==> config.mk <==
export PLATFORM = sky130hd
export DESIGN_NAME = riscv_mem_arbiter_flat
export DESIGN_NICKNAME = d
export VERILOG_FILES = /design/src/rtl/riscv_mem_arbiter_pkg.sv /design/src/rtl/riscv_mem_arbiter_if.sv /design/src/rtl/riscv_mem_arbiter_rr_pick.sv /design/src/rtl/riscv_mux.sv /design/src/rtl/riscv_mem_arbiter.sv /design/src/flat_wrapper.sv
export SDC_FILE = /design/constraint.sdc
export NUM_CORES = 1
export LEC_CHECK = 0
export ABC_AREA = 1
export BUFFER_PORTS_ARGS = -buffer_cell sky130_fd_sc_hd__clkbuf_2
export CAP_MARGIN = 20
export CORE_MARGIN = 2
export CORE_UTILIZATION = 45
export DETAILED_ROUTE_END_ITERATION = 8
export HOLD_SLACK_MARGIN = 0.02
export PLACE_DENSITY = 0.81
export SYNTH_ARGS = -nofsm -noshare
export SYNTH_HDL_FRONTEND = slang
export SYNTH_SLANG_ARGS = --single-unit
export TNS_END_PERCENT = 50
==> constraint.sdc <==
create_clock -name i_clk -period 1.39 [get_ports i_clk]
set_input_delay 0.3475 -clock i_clk [delete_from_list [all_inputs] [get_ports i_clk]]
set_output_delay 0.3475 -clock i_clk [all_outputs]
set_load 0.02 [all_outputs]
==> src/rtl/riscv_mem_arbiter_pkg.sv <==
// Shared width and command types for the memory arbiter slice.
package riscv_mem_arbiter_pkg;

   localparam int XLEN = 32;

   // Command latched from the winning requester and held on the memory side.
   typedef struct packed {
      logic            we;
      logic [XLEN-1:0] addr;
      logic [XLEN-1:0] wdata;
   } mem_cmd_t;

endpackage

==> src/rtl/riscv_mem_arbiter_if.sv <==
// Requester + memory bus bundle for riscv_mem_arbiter.
// slave: arbiter view; master: requesters/memory view.
interface riscv_mem_arbiter_if
   import riscv_mem_arbiter_pkg::*;
#(parameter int N_REQ = 2);

   localparam int SW = $clog2(N_REQ);

   logic [N_REQ-1:0]      i_req;
   logic [N_REQ-1:0]      i_req_we;
   logic [N_REQ*XLEN-1:0] i_req_addr;
   logic [N_REQ*XLEN-1:0] i_req_wdata;
   logic [N_REQ-1:0]      o_req_gnt;
   logic [N_REQ-1:0]      o_req_rvalid;
   logic [XLEN-1:0]       o_req_rdata;
   logic                  o_mem_req;
   logic                  o_mem_we;
   logic [XLEN-1:0]       o_mem_addr;
   logic [XLEN-1:0]       o_mem_wdata;
   logic                  i_mem_ack;
   logic [XLEN-1:0]       i_mem_rdata;
   logic [SW-1:0]         o_sel;
   logic                  o_busy;

   modport slave (
      input  i_req, i_req_we, i_req_addr, i_req_wdata, i_mem_ack, i_mem_rdata,
      output o_req_gnt, o_req_rvalid, o_req_rdata, o_mem_req, o_mem_we,
             o_mem_addr, o_mem_wdata, o_sel, o_busy
   );

   modport master (
      output i_req, i_req_we, i_req_addr, i_req_wdata, i_mem_ack, i_mem_rdata,
      input  o_req_gnt, o_req_rvalid, o_req_rdata, o_mem_req, o_mem_we,
             o_mem_addr, o_mem_wdata, o_sel, o_busy
   );

endinterface

==> src/rtl/riscv_mem_arbiter_rr_pick.sv <==
// Combinational round-robin search: first set request at or after ptr,
// wrapping N_REQ-1 -> 0. Works for non-power-of-two N_REQ.
module riscv_rr_pick #(
   parameter int N_REQ = 2
) (
   input  logic [N_REQ-1:0]         i_req,
   input  logic [$clog2(N_REQ)-1:0] i_ptr,
   output logic [$clog2(N_REQ)-1:0] o_idx,
   output logic                     o_valid
);

   localparam int SW  = $clog2(N_REQ);
   localparam int SW1 = SW + 1;

   // ptr + offset never exceeds 2*N_REQ-2, so one extra bit and a single
   // conditional subtract give the modulo.
   logic [SW:0]   sum;
   logic [SW-1:0] cand;

   // Scan offsets high to low so the smallest offset from ptr wins last.
   always_comb begin
      o_idx   = '0;
      o_valid = 1'b0;
      sum     = '0;
      cand    = '0;
      for (int i = N_REQ-1; i >= 0; i--) begin
         sum = {1'b0, i_ptr} + SW1'(i);
         if (sum >= SW1'(N_REQ))
            sum = sum - SW1'(N_REQ);
         cand = sum[SW-1:0];
         if (i_req[cand]) begin
            o_idx   = cand;
            o_valid = 1'b1;
         end
      end
   end

endmodule

==> src/rtl/riscv_mux.sv <==
// N-input one-of mux over a flat concatenated bus; input k at [WIDTH*(k+1)-1 -: WIDTH].
module riscv_mux #(
   parameter int N_MUX_IN = 2,
   parameter int WIDTH    = 32
) (
   input  logic [N_MUX_IN*WIDTH-1:0]   i_in,
   input  logic [$clog2(N_MUX_IN)-1:0] i_sel,
   output logic [WIDTH-1:0]            o_out
);

   localparam int SEL_W = $clog2(N_MUX_IN);

   // Compare-and-select so out-of-range indices give 0 for non-power-of-two N.
   always_comb begin
      o_out = '0;
      for (int i = 0; i < N_MUX_IN; i++)
         if (i_sel == SEL_W'(i))
            o_out = i_in[i*WIDTH +: WIDTH];
   end

endmodule

==> src/rtl/riscv_mem_arbiter.sv <==
// Round-robin arbiter sharing one single-port memory among N_REQ requesters.
// One transaction outstanding; command latched at grant, held until ack.
module riscv_mem_arbiter
   import riscv_mem_arbiter_pkg::*;
#(
   parameter int N_REQ = 2
) (
   input logic                 i_clk,
   input logic                 i_rst,
   riscv_mem_arbiter_if.slave  bus
);

   localparam int SW = $clog2(N_REQ);

   localparam logic [0:0] S_IDLE = 1'b0;
   localparam logic [0:0] S_BUSY = 1'b1;

   logic [0:0]       state;
   logic [SW-1:0]    ptr;
   logic [SW-1:0]    owner;
   mem_cmd_t         cmd;
   logic [N_REQ-1:0] gnt;
   logic [N_REQ-1:0] rvalid;
   logic [XLEN-1:0]  rdata;

   logic [SW-1:0]    pick_idx;
   logic             pick_vld;
   logic [XLEN-1:0]  pick_addr;
   logic [XLEN-1:0]  pick_wdata;

   riscv_rr_pick #(.N_REQ(N_REQ)) u_pick (
      .i_req   (bus.i_req),
      .i_ptr   (ptr),
      .o_idx   (pick_idx),
      .o_valid (pick_vld)
   );

   riscv_mux #(.N_MUX_IN(N_REQ), .WIDTH(XLEN)) u_mux_addr (
      .i_in  (bus.i_req_addr),
      .i_sel (pick_idx),
      .o_out (pick_addr)
   );

   riscv_mux #(.N_MUX_IN(N_REQ), .WIDTH(XLEN)) u_mux_wdata (
      .i_in  (bus.i_req_wdata),
      .i_sel (pick_idx),
      .o_out (pick_wdata)
   );

   // Arbitrate in IDLE, hold the latched command in BUSY until ack;
   // gnt/rvalid default low so each is a single-cycle pulse.
   always_ff @(posedge i_clk) begin
      if (i_rst) begin
         state  <= S_IDLE;
         ptr    <= '0;
         owner  <= '0;
         cmd    <= '0;
         gnt    <= '0;
         rvalid <= '0;
         rdata  <= '0;
      end else begin
         gnt    <= '0;
         rvalid <= '0;
         case (state)
            S_IDLE: begin
               if (pick_vld) begin
                  owner     <= pick_idx;
                  cmd.we    <= bus.i_req_we[pick_idx];
                  cmd.addr  <= pick_addr;
                  cmd.wdata <= pick_wdata;
                  gnt       <= N_REQ'(1) << pick_idx;
                  state     <= S_BUSY;
               end
            end
            default: begin
               if (bus.i_mem_ack) begin
                  rvalid <= N_REQ'(1) << owner;
                  rdata  <= bus.i_mem_rdata;
                  ptr    <= (owner == SW'(N_REQ-1)) ? '0 : owner + 1'b1;
                  state  <= S_IDLE;
               end
            end
         endcase
      end
   end

   assign bus.o_req_gnt    = gnt;
   assign bus.o_req_rvalid = rvalid;
   assign bus.o_req_rdata  = rdata;
   assign bus.o_mem_req    = (state == S_BUSY);
   assign bus.o_mem_we     = cmd.we;
   assign bus.o_mem_addr   = cmd.addr;
   assign bus.o_mem_wdata  = cmd.wdata;
   assign bus.o_sel        = owner;
   assign bus.o_busy       = (state == S_BUSY);

endmodule

==> src/flat_wrapper.sv <==
// flat-port wrapper written by rule: the top's interface ports become plain ports
module riscv_mem_arbiter_flat import riscv_mem_arbiter_pkg::*;
#(
   parameter int N_REQ = 2
)
  (i_clk, i_rst, bus_i_req, bus_i_req_we, bus_i_req_addr, bus_i_req_wdata, bus_i_mem_ack, bus_i_mem_rdata, bus_o_req_gnt, bus_o_req_rvalid, bus_o_req_rdata, bus_o_mem_req, bus_o_mem_we, bus_o_mem_addr, bus_o_mem_wdata, bus_o_sel, bus_o_busy);
  riscv_mem_arbiter_if #(.N_REQ(N_REQ)) bus_i ();
  input logic i_clk;
  input logic i_rst;
  input wire logic [$bits(bus_i.i_req)-1:0] bus_i_req;
  input wire logic [$bits(bus_i.i_req_we)-1:0] bus_i_req_we;
  input wire logic [$bits(bus_i.i_req_addr)-1:0] bus_i_req_addr;
  input wire logic [$bits(bus_i.i_req_wdata)-1:0] bus_i_req_wdata;
  input wire logic [$bits(bus_i.i_mem_ack)-1:0] bus_i_mem_ack;
  input wire logic [$bits(bus_i.i_mem_rdata)-1:0] bus_i_mem_rdata;
  output wire logic [$bits(bus_i.o_req_gnt)-1:0] bus_o_req_gnt;
  output wire logic [$bits(bus_i.o_req_rvalid)-1:0] bus_o_req_rvalid;
  output wire logic [$bits(bus_i.o_req_rdata)-1:0] bus_o_req_rdata;
  output wire logic [$bits(bus_i.o_mem_req)-1:0] bus_o_mem_req;
  output wire logic [$bits(bus_i.o_mem_we)-1:0] bus_o_mem_we;
  output wire logic [$bits(bus_i.o_mem_addr)-1:0] bus_o_mem_addr;
  output wire logic [$bits(bus_i.o_mem_wdata)-1:0] bus_o_mem_wdata;
  output wire logic [$bits(bus_i.o_sel)-1:0] bus_o_sel;
  output wire logic [$bits(bus_i.o_busy)-1:0] bus_o_busy;
  assign bus_i.i_req = bus_i_req;
  assign bus_i.i_req_we = bus_i_req_we;
  assign bus_i.i_req_addr = bus_i_req_addr;
  assign bus_i.i_req_wdata = bus_i_req_wdata;
  assign bus_i.i_mem_ack = bus_i_mem_ack;
  assign bus_i.i_mem_rdata = bus_i_mem_rdata;
  assign bus_o_req_gnt = bus_i.o_req_gnt;
  assign bus_o_req_rvalid = bus_i.o_req_rvalid;
  assign bus_o_req_rdata = bus_i.o_req_rdata;
  assign bus_o_mem_req = bus_i.o_mem_req;
  assign bus_o_mem_we = bus_i.o_mem_we;
  assign bus_o_mem_addr = bus_i.o_mem_addr;
  assign bus_o_mem_wdata = bus_i.o_mem_wdata;
  assign bus_o_sel = bus_i.o_sel;
  assign bus_o_busy = bus_i.o_busy;
  riscv_mem_arbiter #(.N_REQ(N_REQ)) u_core (.i_clk(i_clk), .i_rst(i_rst), .bus(bus_i));
endmodule
==> summary.md, run 1 <==
| Metric | Value |
|---|---|
| Synth warn | 0 |
| Startpoint Class | flip-flop |
| Worst endpoint required time | between 1000 and 1500 ps |
| Critical Path AT | 1000 ps |
| Top cell type's share of synthesized area | a little over two fifths |
| Final Non-Filler Cells | between 1000 and 1500 |
| Synthesized Nets | roughly 910 |
| Simple-Gate Fraction of Synth Area | between 20 and 30% |
| Post-synthesis compound-gate area fraction | between 15 and 20% |
| Final HPWL DP | about 9.8 mm |
| Drt wl/cell | around 13 um |
| Antenna violations before repair | 0 |
| Largest cells by area after synthesis | dfxtp_1, a21oi_1, nor2_1 |
| # IOs | between 200 and 300 |
| Asr flop ratio synth | 0% |
| Fin util | 62.5% |
| Final period demand of the worst path | roughly 1400 ps |
| Die W | approximately 110 um |
| Slowest cell on crit path | dfxtp_4 |
| H-tree depth | 3 |
| PD cells | 1060 mW/mm2 |
| Layout Area Growth over Synthesis | 36.4% |
| PortBufs | 270 |
| Antenna fix cells | 0 |
| CTS sink count | around 100 |
| Std-Cell Rows | 38 |
| Number of flops mapped to enable cells by yosys | 0 |
| CTS tree | yes |
| Clock latency on the worst-skew pair | between 300 and 400 ps |
| Most common cell in the netlist | nor2_1 |
| Vias/cell | between 4 and 5 |
| Count of final setup violators | 0 |
| Vias | 5552 |
| Register area share after synthesis | a little over two fifths |
| CP Class | flip-flop to primary output |
| Ordered list of cells on the worst path | buf_8 > clkbuf_8 |
| Gr ovfl total | 0 |
| Full die area | about 0.012 mm2 |
| Placed cells | 1104 |
| Register bit count reported by yosys | approximately 100 |
| Mapped Area | between 0.004 and 0.005 mm2 |
| Crit path max fanout | 8 |
| CP max stage delay | between 300 and 400 ps |
| Synth unique cells | 20 |
| Clock tree buffer depth | 2 |
| Antenna-violating nets left | 0 |
| Worst slew pin tran | between 300 and 400 ps |
| WL final | roughly 14 mm |
| Die outline height | ~110 um |
| Pin count of the biggest net entering global routing | 76 |
| Fin crit share | 97.2% |
| TritonCTS Buffers | 9 |
| Element type at the critical path end | primary output |
| Synthesized instance count | 742 |
| Most used DFF post-synth | dfxtp_1 |
| Reg clk slew, reported paths | ~130 ps |
| Total power | between 0.007 and 0.008 W |
| Drt initial violations | just under 300 |
| Root buf cell | clkbuf_8 |
| Number of global-route vias before repair | around 4800 |
| Commonest cells post-synth | nor2_1, dfxtp_1, nand2_1 |
| Mux cell area share after synthesis | 0% |
| Post-Synth XOR/XNOR Area | 0% |
| Synth area leader | dfxtp_1 |
| Mean Syn Cell Area | around 6.6 um2 |
| Status | finished clean |
| Total of max-cap violations | 0 |
| Remaining DRCs | 0 |
| Max Fclk | roughly 0.74 GHz |
| Largest family of logic cells by synthesized area | simple AND/OR/NAND/NOR gates |
| Layout cell share with drive strength beyond 1 | 32.3% |
| First-pass GRT wire length | between 20 and 25 mm |
| GR Util All Layers | roughly 23% |
| Rel. slew slack | 77.1% |
| Leakage | approximately 3.5 nW |
| Slew Limit Fails | 0 |
| Initial Util | between 40% and 50% |
| # hold bufs at CTS | 0 |
| Gpl congestion | 0.767 |
| Clock Skews | 21.3 ps |
| Final nets | around 1200 |
| Adder-cell share of the synthesized area | 0% |
| First-pass DRT Iterations | 4 |
| Min-Delay Path Class | input pin to flip-flop |
| Hold slack | 196 ps |
| Max IR drop VDD | between 0.7 and 0.8 mV |
| Fin. Hold Viols | 0 |
| Core area | approximately 0.011 mm2 |
## area by class of cell
class | instances | area [um2]
clock buffer | 9 | 124
clock inverter | 7 | 81.3
fill | 1074 | 4030
inverter | 69 | 259
multi-input combinational | 503 | 2250
sequential | 104 | 2090
tap | 140 | 175
timing repair buffer | 298 | 1740
## layer usage
layer / track usage, % / wire length (um)
met3: 6.63 / 1140
met2: 38.7 / 6930
met5: 0 / 0
met1: 26.9 / 5830
met4: 9.16 / 470
## path summary, 6_finish.rpt
kind                                                           endpoint                                     from  cells after the start  slack (ps)
worst min register to register  u_core.bus.o_req_rdata[21]$_SDFFE_PP0P_  u_core.bus.o_req_rdata[21]$_SDFFE_PP0P_                      2         470
worst min-delay path            u_core.bus.o_req_rdata[31]$_SDFFE_PP0P_                      bus_i_mem_rdata[31]                      3         200
worst max register to register  u_core.bus.o_mem_wdata[26]$_SDFFE_PP0P_             u_core.bus.o_busy$_SDFF_PP0_                      7          80
worst max-delay path                                      bus_o_mem_req             u_core.bus.o_busy$_SDFF_PP0_                      2          40
## critical path, delay by kind of cell (launching register included)
| kind | cells | cell delay (ps) |
|---|---|---|
| buf+inv | 2 | 280 |
| flops | 1 | 370 |
## registers in the layout, summed over array words and instances, names as in the netlist
name,cells
u_core.bus.o_mem_wdata,32
u_core.bus.o_mem_we,1
u_core.bus.o_sel,1
u_core.bus.o_mem_addr,32
u_core.bus.o_req_rdata,32
u_core.ptr,1
u_core.bus.o_req_rvalid,2
u_core.bus.o_busy,1
u_core.bus.o_req_gnt,2
## repair_timing
item                       in CTS  in global routing
hold endpoints to repair        0                  0
setup endpoints to repair       2                 36
resized for setup               5                  2
gates cloned                    0                  2
pin swaps                       0                  1
setup buffers                   1                  7
## per-stage QoR
stage / setup slack, ps / instance area [um2] / setup TNS (ps)
floorplan: 82.1 / 4920 / 0
global placement: 1.39 / 6370 / 0
detailed placement: -11.9 / 6370 / -12.0
CTS: 27.8 / 6610 / 0
global route: -5.18 / 6710 / -5.29
finish: 38.9 / 6710 / 0
## report_power, final
group / switching (W) / total (W) / internal [W]
Sequential: 0.000121 / 0.00335 / 0.00322
Combinational: 0.00114 / 0.00190 / 0.000757
Clock: 0.00118 / 0.00190 / 0.000725
Total: 0.00244 / 0.00714 / 0.00470
## cell families after synthesis
kind of cell,Yosys count
compound gates,167
buf+inv,135
flops,104
simple gates,336
## placed cells by master, fill, tap and decap left out, types with 2 or more instances in the layout
cell type    n
buf_12       9
clkbuf_16    2
inv_6        2
nand3_1     98
nor2_4       2
o21ai_0     59
inv_8        2
clkbuf_8    11
inv_1       68
clkinv_8     2
buf_4       17
nand2_1    101
clkbuf_2   267
nor2_1     132
dfxtp_1    102
o21ai_1      7
a21oi_1     99
Note: power is estimated with default switching activity, not from simulation.
==> run 2, diff against run 1 <==
--- a/config.mk
+++ b/config.mk
@@ -8,11 +8,12 @@
 export ABC_AREA = 1
 export BUFFER_PORTS_ARGS = -buffer_cell sky130_fd_sc_hd__clkbuf_2
 export CAP_MARGIN = 20
-export CORE_MARGIN = 2
+export CORE_MARGIN = 3
 export CORE_UTILIZATION = 45
 export DETAILED_ROUTE_END_ITERATION = 8
 export HOLD_SLACK_MARGIN = 0.02
 export PLACE_DENSITY = 0.81
+export SLEW_MARGIN = 20
 export SYNTH_ARGS = -nofsm -noshare
 export SYNTH_HDL_FRONTEND = slang
 export SYNTH_SLANG_ARGS = --single-unit
==> run 2 against run 1 <==
Final area increased by 0.62%. Count of clock-buffer cells in the layout unchanged. Wire length increased by 3.9%. Sequential share of layout area decreased by 0.19 points. Cell count increased by 0.18%. Via count increased by 0.88%. Fmax increased by 0.25%.
==> summary.md, run 2 (synthesis results as in run 1) <==
| Metric | Value |
|---|---|
| PortBufs | 270 (unchanged) |
| Clock Skews | 14.0 ps (-7.37 ps) |
| Min-Delay Path Class | input pin to flip-flop |
| Total power | 0.00718 W (+0.49%) |
| Max IR drop VDD | 0.769 mV (+7.0%) |
| # hold bufs at CTS | 0 (unchanged) |
| Std-Cell Rows | 37 (-2.6%) |
| Full die area | 0.0122 mm2 (+3.7%) |
| Remaining DRCs | 0 (unchanged) |
| Final TNS setup | 0 ps (unchanged) |
| Crit path max fanout | 7 (-1) |
| Cell Int Power | 0.00472 W (+0.23%) |
| Slew Limit Fails | 0 (unchanged) |
| Antenna-violating nets left | 0 (unchanged) |
| Layout Area Growth over Synthesis | 37.2% |
| Final HPWL DP | 10.9 mm (+11%) |
| Register area | 0.00209 mm2 (unchanged) |
| Net Switching | 0.00246 W (+0.98%) |
| Fin crit share | 97.0% (-0.25 points) |
| Leakage | 3.57 nW (+0.75%) |
| Total of max-cap violations | 0 (unchanged) |
| Number of global-route vias before repair | 4993 (+3.1%) |
| Pin count of the biggest net entering global routing | 78 (+2.6%) |
| CTS tree | yes |
| Antenna fix cells | 0 (unchanged) |
| Power share of the combinational group | 26.8% (+0.2 points) |
| Placed cells | 1108 (+0.36%) |
| Worst R2R Start | u_core.bus.o_busy$_SDFF_PP0_ |
| Element type at the critical path end | primary output |
| Gr ovfl total | 0 (unchanged) |
| Worst endpoint required time | 1040 ps (about the same) |
| Most frequent cells in the layout | clkbuf_2, nor2_1, dfxtp_1 |
| R2R setup slack | 50 ps (-30 ps) |
| TritonCTS Buffers | 9 (unchanged) |
| # IOs | 271 (unchanged) |
| Rel. slew slack | 77.3% (+0.23 points) |
| Hold slack | 199 ps (+3.66 ps) |
| Multi-input logic area | 0.00225 mm2 (unchanged) |
| Root buf cell | clkbuf_8 |
| Final nets | 1158 (+0.52%) |
| Final Non-Filler Cells | 1132 (+0.18%) |
| Core area | 0.0105 mm2 (-2.6%) |
| Drt wl/cell | 13.2 um (+3.7%) |
| Count of final setup violators | 0 (unchanged) |
| Critical Path Source | u_core.bus.o_busy$_SDFF_PP0_ |
| H-tree depth | 3 (unchanged) |
| PD cells | 1060 mW/mm2 (-0.13%) |
| Gpl congestion | 0.833 (+8.6%) |
| First-pass DRT Iterations | 5 (+1) |
| HP Start | bus_i_mem_rdata[17] |
| CP Class | flip-flop to primary output |
| Drt initial violations | 527 (+80%) |
| Initial Util | 47.0% (+1.2 points) |
| Switching Share | 34.3% (+0.17 points) |
| First-pass GRT wire length | 23.8 mm (+8.9%) |
| Reg clk slew, reported paths | 120 ps (about the same) |
| CTS sink count | 104 (unchanged) |
| RSZ-0062 raised after global routing | true |
| Status | finished clean |
| Sequential share of power | 46.7% (about the same) |
| Filler instances | 970 (-9.7%) |
| Vias | 5601 (+0.88%) |
| Clk pwr share | 26.5% (about the same) |
| Antenna violations before repair | 0 (unchanged) |
| Worst slew pin tran | 341 ps (-3.44 ps) |
| WL final | 14.9 mm (+3.9%) |
| GR Util All Layers | 22.9% (+0.12 points) |
| Die W | 111 um (+1.8%) |
| Critical Path AT | 1000 ps (about the same) |
| Die outline height | 111 um (+1.8%) |
| Layout cell share with drive strength beyond 1 | 32.7% (+0.41 points) |
| Clock tree buffer depth | 2 (unchanged) |
| Fin. Hold Viols | 0 (unchanged) |
| Commonest non-fill, non-tap cell in the layout | clkbuf_2 |
| Final period demand of the worst path | 1350 ps (-3.42 ps) |
| Max Fclk | 0.742 GHz (+0.25%) |
| Startpoint Class | flip-flop |
| Vias/cell | 4.95 (+0.70%) |
| Clock latency on the worst-skew pair | 360 ps (about the same) |
## run 2: what timing repair did
action / in CTS / in global routing
setup buffers: 1 / 5
resized for setup: 4 / 4
pin swaps: 0 / 1
setup endpoints to repair: 2 / 8
cloned: 0 / 2
## run 2: path summary, 6_finish.rpt
path | to | cells past startpoint
setup reg to reg | u_core.bus.o_mem_wdata[6]$_SDFFE_PP0P_ | 7
hold / removal | u_core.bus.o_req_rdata[17]$_SDFFE_PP0P_ | 3
hold reg to reg | u_core.bus.o_req_rdata[9]$_SDFFE_PP0P_ | 2
setup / recovery | bus_o_busy | 2
## run 2: critical path: stages, from the launching register on
cell and delay, ps:
dfxtp_4 370, buf_12 130, buf_4 150
## run 2: metrics by stage
step                worst slack, ps  area, um2  utilization (%)
floorplan                      82.1       4920                -
global route                  -25.2       6750             64.6
CTS                           -17.2       6660             63.7
finish                         42.3       6750             64.6
global placement               29.3       6430             61.5
detailed placement             19.7       6430             61.5
## run 2: layer usage
metal / GRT usage [%] / vias up / routed length [um]
met3: 5.53 / 28 / 1140
met2: 37.9 / 223 / 6980
met1: 28.9 / 2464 / 6410
li1: - / 2886 / -
met4: 8.62 / 0 / 400
met5: 0 / - / 0
## run 2: area by class of cell
type                    count  area share (%)
repair buffers            304            26.3
clock buffers               9            1.83
flip-flops and latches    104            30.9
clock inverters             7            1.28
inverters                  69            3.83
multi-input cells         503            33.3
well taps                 136            2.52
## run 2: power by group through the flow
stage	logic (W)	clock network, W	registers [W]
floorplan	0.000855	0	0.00370
global placement	0.00184	0	0.00341
detailed placement	0.00186	0	0.00342
CTS	0.00187	0.00196	0.00335
global route	0.00213	0.00207	0.00338
finish	0.00192	0.00190	0.00335
